`config.mk`:
```
export PLATFORM = sky130hd
export DESIGN_NAME = regfile_nr1w
export DESIGN_NICKNAME = d
export VERILOG_FILES = /design/src/rtl/regfile_nr1w.sv
export SDC_FILE = /design/constraint.sdc
export NUM_CORES = 2
export LEC_CHECK = 0
export CORE_MARGIN = 3
export CORE_UTILIZATION = 44
export CTS_BUF_LIST = sky130_fd_sc_hd__clkbuf_16
export DETAILED_ROUTE_END_ITERATION = 6
export GPL_TIMING_DRIVEN = 0
export PLACE_DENSITY = 0.66
export SLEW_MARGIN = 20
export SYNTH_ARGS = -nofsm -noshare
export SYNTH_HDL_FRONTEND = slang
export SYNTH_SLANG_ARGS = --single-unit
```
`constraint.sdc`:
```
create_clock -name clk -period 68.5 [get_ports clk]
set_clock_uncertainty 0.1 [all_clocks]
set_input_delay 6.85 -clock clk [delete_from_list [all_inputs] [get_ports clk]]
set_output_delay 6.85 -clock clk [all_outputs]
set_load 0.02 [all_outputs]
```
`src/rtl/regfile_nr1w.sv`:
```
// regfile_nr1w: parametrised register file with NUM_READ read ports and one write port.
// Each read port has a hardwired-zero register, an optional same-cycle write bypass
// and an optional registered output stage.
module regfile_nr1w #(
    parameter int WIDTH        = 64,
    parameter int DEPTH        = 32,
    parameter int NUM_READ     = 2,
    parameter int ZERO_REG     = 31,
    parameter int BYPASS       = 1,
    parameter int READ_LATENCY = 0,
    localparam int AW          = (DEPTH > 1) ? $clog2(DEPTH) : 1
) (
    input  logic                               clk,
    input  logic                               reset,
    input  logic                               RegWrite,
    input  logic [AW-1:0]                      WriteRegister,
    input  logic [WIDTH-1:0]                   WriteData,
    input  logic [NUM_READ-1:0][AW-1:0]        ReadRegister,
    output logic [NUM_READ-1:0][WIDTH-1:0]     ReadData
);

    // Bounds as unsigned 32-bit values so index comparisons are width-matched.
    localparam logic [31:0] DEPTH_U = DEPTH;
    localparam logic [31:0] ZERO_U  = ZERO_REG;

    // An index addresses real storage only if it is in range and is not the zero
    // register; a ZERO_REG beyond DEPTH simply never matches.
    function automatic logic is_storage(input logic [AW-1:0] idx);
        return (32'(idx) < DEPTH_U) && (32'(idx) != ZERO_U);
    endfunction

    logic [WIDTH-1:0]                 regs_r [DEPTH];
    logic                             wr_ok_s;
    logic [NUM_READ-1:0][WIDTH-1:0]   rd_v_s;

    // A write lands only when enabled and aimed at real storage.
    always_comb begin
        wr_ok_s = 1'b0;
        if (RegWrite && is_storage(WriteRegister)) begin
            wr_ok_s = 1'b1;
        end else begin
            wr_ok_s = 1'b0;
        end
    end

    // Storage array: asynchronous clear, write discarded on any edge with reset high.
    always_ff @(posedge clk or posedge reset) begin
        if (reset) begin
            for (int i = 0; i < DEPTH; i++) begin
                regs_r[i] <= '0;
            end
        end else if (wr_ok_s) begin
            regs_r[WriteRegister] <= WriteData;
        end
    end

    // Per-port read value: zero register first, then bypass, then stored contents.
    always_comb begin
        rd_v_s = '0;
        for (int p = 0; p < NUM_READ; p++) begin
            if (!is_storage(ReadRegister[p])) begin
                rd_v_s[p] = '0;
            end else if ((BYPASS != 0) && RegWrite && (ReadRegister[p] == WriteRegister)) begin
                rd_v_s[p] = WriteData;
            end else begin
                rd_v_s[p] = regs_r[ReadRegister[p]];
            end
        end
    end

    generate
        if (READ_LATENCY == 0) begin : g_comb_read
            assign ReadData = rd_v_s;
        end else begin : g_reg_read
            // Registered read data: captures the pre-edge value (bypass included).
            always_ff @(posedge clk or posedge reset) begin
                if (reset) begin
                    ReadData <= '0;
                end else begin
                    ReadData <= rd_v_s;
                end
            end
        end
    endgenerate

endmodule
```
==> impl_metrics.env <==
export IMPL_crit_fanout=10
export IMPL_dp_hpwl_um=336000
export IMPL_multi_input_area_um2=52700
export IMPL_grt_pass1_wl_um=680000
export IMPL_min_to="regs_r[58]$_DFFE_PP0P_"
export IMPL_syn_num_nets=7095
export IMPL_final_fill_count=20400
export IMPL_hp_start="regs_r[58]$_DFFE_PP0P_"
export IMPL_synth_cells=7013
export IMPL_reg_top3="regs_r: 2048 flops"
export IMPL_ys_ff_latch=2048
export IMPL_yosys_area_top_type="dfrtp_1"
export IMPL_hold_buffers=0
export IMPL_rr_endpoint="regs_r[167]$_DFFE_PP0P_"
export IMPL_synth_edff_count=0
export IMPL_gp_congestion=0.994
export IMPL_yosys_top_cells_area="dfrtp_1 48%, mux4_2 21%, mux2_2 20%"
export IMPL_avgSynthCellArea_um2=15.4
export IMPL_synth_cell_area_um2=108000
export IMPL_power_leakage_uw=0.0527
export IMPL_drc=78
export IMPL_clock_latency_ps=910
export IMPL_antenna_found_initial=77
export IMPL_synthArstFlopShare=1.00
export IMPL_r2r_start="regs_r[167]$_DFFE_PP0P_"
export IMPL_report_final_slew_viol_count=0
export IMPL_synthFlopType="dfrtp_1"
export IMPL_portBuffers=196
export IMPL_cts_tree="yes"
export IMPL_largest_register_ffs=2048
export IMPL_first_iter_violations=14400
export IMPL_final_period_utilization=0.278
export IMPL_ys_types=51
export IMPL_setup_worst_path_class="in2out"
export IMPL_cts_resized=0
export IMPL_layout_drive_gt1_share=0.503
export IMPL_drt_total_wl_um=511000
export IMPL_cts_sinks=2048
export IMPL_powerDensity_nw_per_um2=29.7
export IMPL_core_um2=242000
export IMPL_p_total_uw=3650
export IMPL_failed_checks="DRC, capacitance limit"
export IMPL_first_global_vias=79500
export IMPL_tightestPinTransition_ps=1480
export IMPL_floorplan_io_pins=210
export IMPL_die_h_um=501
export IMPL_routedWlPerCell_um=46.6
export IMPL_layout_min_cycle_time_ps=19070
export IMPL_dpl_worst_slack_ps=49880
export IMPL_status="complete, but fails checks"
export IMPL_std_cell_rows=180
export IMPL_rrSetupSlack_ps=67550
export IMPL_root_buffer="clkbuf_16"
export IMPL_grt_max_degree=108
export IMPL_placed_cells=10500
export IMPL_setup_viol=0
export IMPL_maxCapViolations=1
export IMPL_top_register="regs_r"
export IMPL_timing_fmax_mhz=52.4
export IMPL_relSlewSlack=0.0105
export IMPL_worstPathRequired_ps=61550
export IMPL_worstHoldPathCells=1
export IMPL_numCtsBuffers=217
export IMPL_yosysTopAreaCellShare=0.476
export IMPL_final_nets=7589
export IMPL_hold_viol=0
export IMPL_grt_use_total=0.402
export IMPL_h_tree_depth=4
export IMPL_peakVddDrop_uv=30.6
export IMPL_yosysWarningCount=0
export IMPL_die_w_um=501
export IMPL_antenna_left=0
export IMPL_rr_worst_depth=1
export IMPL_num_vias=82800
export IMPL_overflow=0
export IMPL_critical_path_endpoint_type="primary output"
export IMPL_startpoint_type="input pin"
export IMPL_hold_class="reg2reg"
export IMPL_drtPass1Iterations=7
export IMPL_worst_slack_ps=49430
export IMPL_area_growth_pct=14.2
export IMPL_start_util=0.445
export IMPL_vias_per_cell=7.55
export IMPL_cts_clk_slew_worst_paths_ps=60
export IMPL_clk_path_buf_depth=3
export IMPL_crit_arrival_ps=12120
export IMPL_finalNonFillerCells=11000
export IMPL_seqCellArea_um2=51200
export IMPL_finalSetupTns_ps=0
export IMPL_die_area_um2=251000
export IMPL_rsz0062_at_grt="false"
export IMPL_post_cts_buffers=0
export IMPL_synth_yosys_seq_area_share=0.476
## synth_stat cells, types with 26 or more instances
library cell and instances:
mux4_2 1003, nand3_1 60, a22oi_1 194, buf_4 54
clkbuf_1 445, a311oi_1 54, nor4_1 26, dfrtp_1 2048
buf_2 270, mux2_1 38, mux2i_1 73, buf_1 30
nand2_1 205, buf_6 29, a21oi_1 55, o22ai_1 192
a211o_1 26, a22o_1 100, mux2_2 1947
## per-layer routing
| layer | vias to the layer above | global-route usage | wire length (µm) |
|---|---|---|---|
| met5 | - | 0.0519 | 1610 |
| met4 | 44 | 0.316 | 50500 |
| met3 | 2518 | 0.225 | 83800 |
| met2 | 8191 | 0.529 | 204000 |
| met1 | 43400 | 0.476 | 171000 |
| li1 | 28600 | - | - |
## layout make-up
class,instances,area share
clock inverter,180,0.0113
sequential,2048,0.417
multi-input combinational,4133,0.428
timing repair buffer,275,0.0314
inverter,4,0.000183
buffer,828,0.0329
antenna,93,0.00189
clock buffer,221,0.0450
tap,3185,0.0324
## how the worst max path moves through the flow
stage,from,end,slack (ps),depth (start not counted)
after global routing,ReadRegister[3],ReadData[3],49750,9
after global placement,reset,regs_r[732]$_DFFE_PP0P_,-18230,2
after floorplan,reset,regs_r[0]$_DFFE_PP0P_,3700,1
after detailed placement,ReadRegister[2],ReadData[0],49880,9
after CTS,ReadRegister[2],ReadData[0],49860,9
final,ReadRegister[7],ReadData[123],49430,9
## cell usage in the layout (no fill, tap or decap), drive strengths merged, types with 9 or more instances in the layout
cell / instances
a22o: 100
o22ai: 193
a21oi: 55
clkbuf: 666
bufinv: 19
and3: 9
xnor2: 10
inv: 59
a211oi: 15
mux4: 1003
nor4: 26
a22oi: 194
dfrtp: 2048
a32oi: 15
a311oi: 54
mux2i: 73
nor2: 28
clkdlybuf4s50: 196
nor3: 13
clkinv: 102
a211o: 26
o21ai: 11
buf: 462
mux2: 1985
nand3: 60
diode: 93
nand2: 210
## power by group
group / internal [µW] / switching [µW]
registers: 1440 / 171
logic: 452 / 391
clock network: 654 / 539
total: 2550 / 1100
## critical path, cell delays in order
cell             delay (ps)
clkdlybuf4s50_1         790
and2_1                  200
buf_2                   590
nand2_2                 550
o22ai_4                 960
clkbuf_1                960
a311oi_1                180
a22o_1                  400
clkdlybuf4s50_1         610
## logic make-up after synthesis
family	after synthesis	share of synthesized area
flops	2048	0.476
compound gates	685	0.0465
buf+inv	832	0.0360
simple gates	377	0.0165
mux	3061	0.424
xor+xnor	10	0.000813
## stage by stage
| step | instance area (µm²) | hold WS [ps] | utilization |
|---|---|---|---|
| floorplan | 108000 | 340 | - |
| global placement | 114000 | 351 | 0.470 |
| detailed placement | 116000 | 363 | 0.479 |
| CTS | 123000 | 376 | 0.507 |
| global route | 123000 | 390 | 0.508 |
| finish | 123000 | 377 | 0.508 |
No activity file was read; power rests on OpenSTA's default activity.
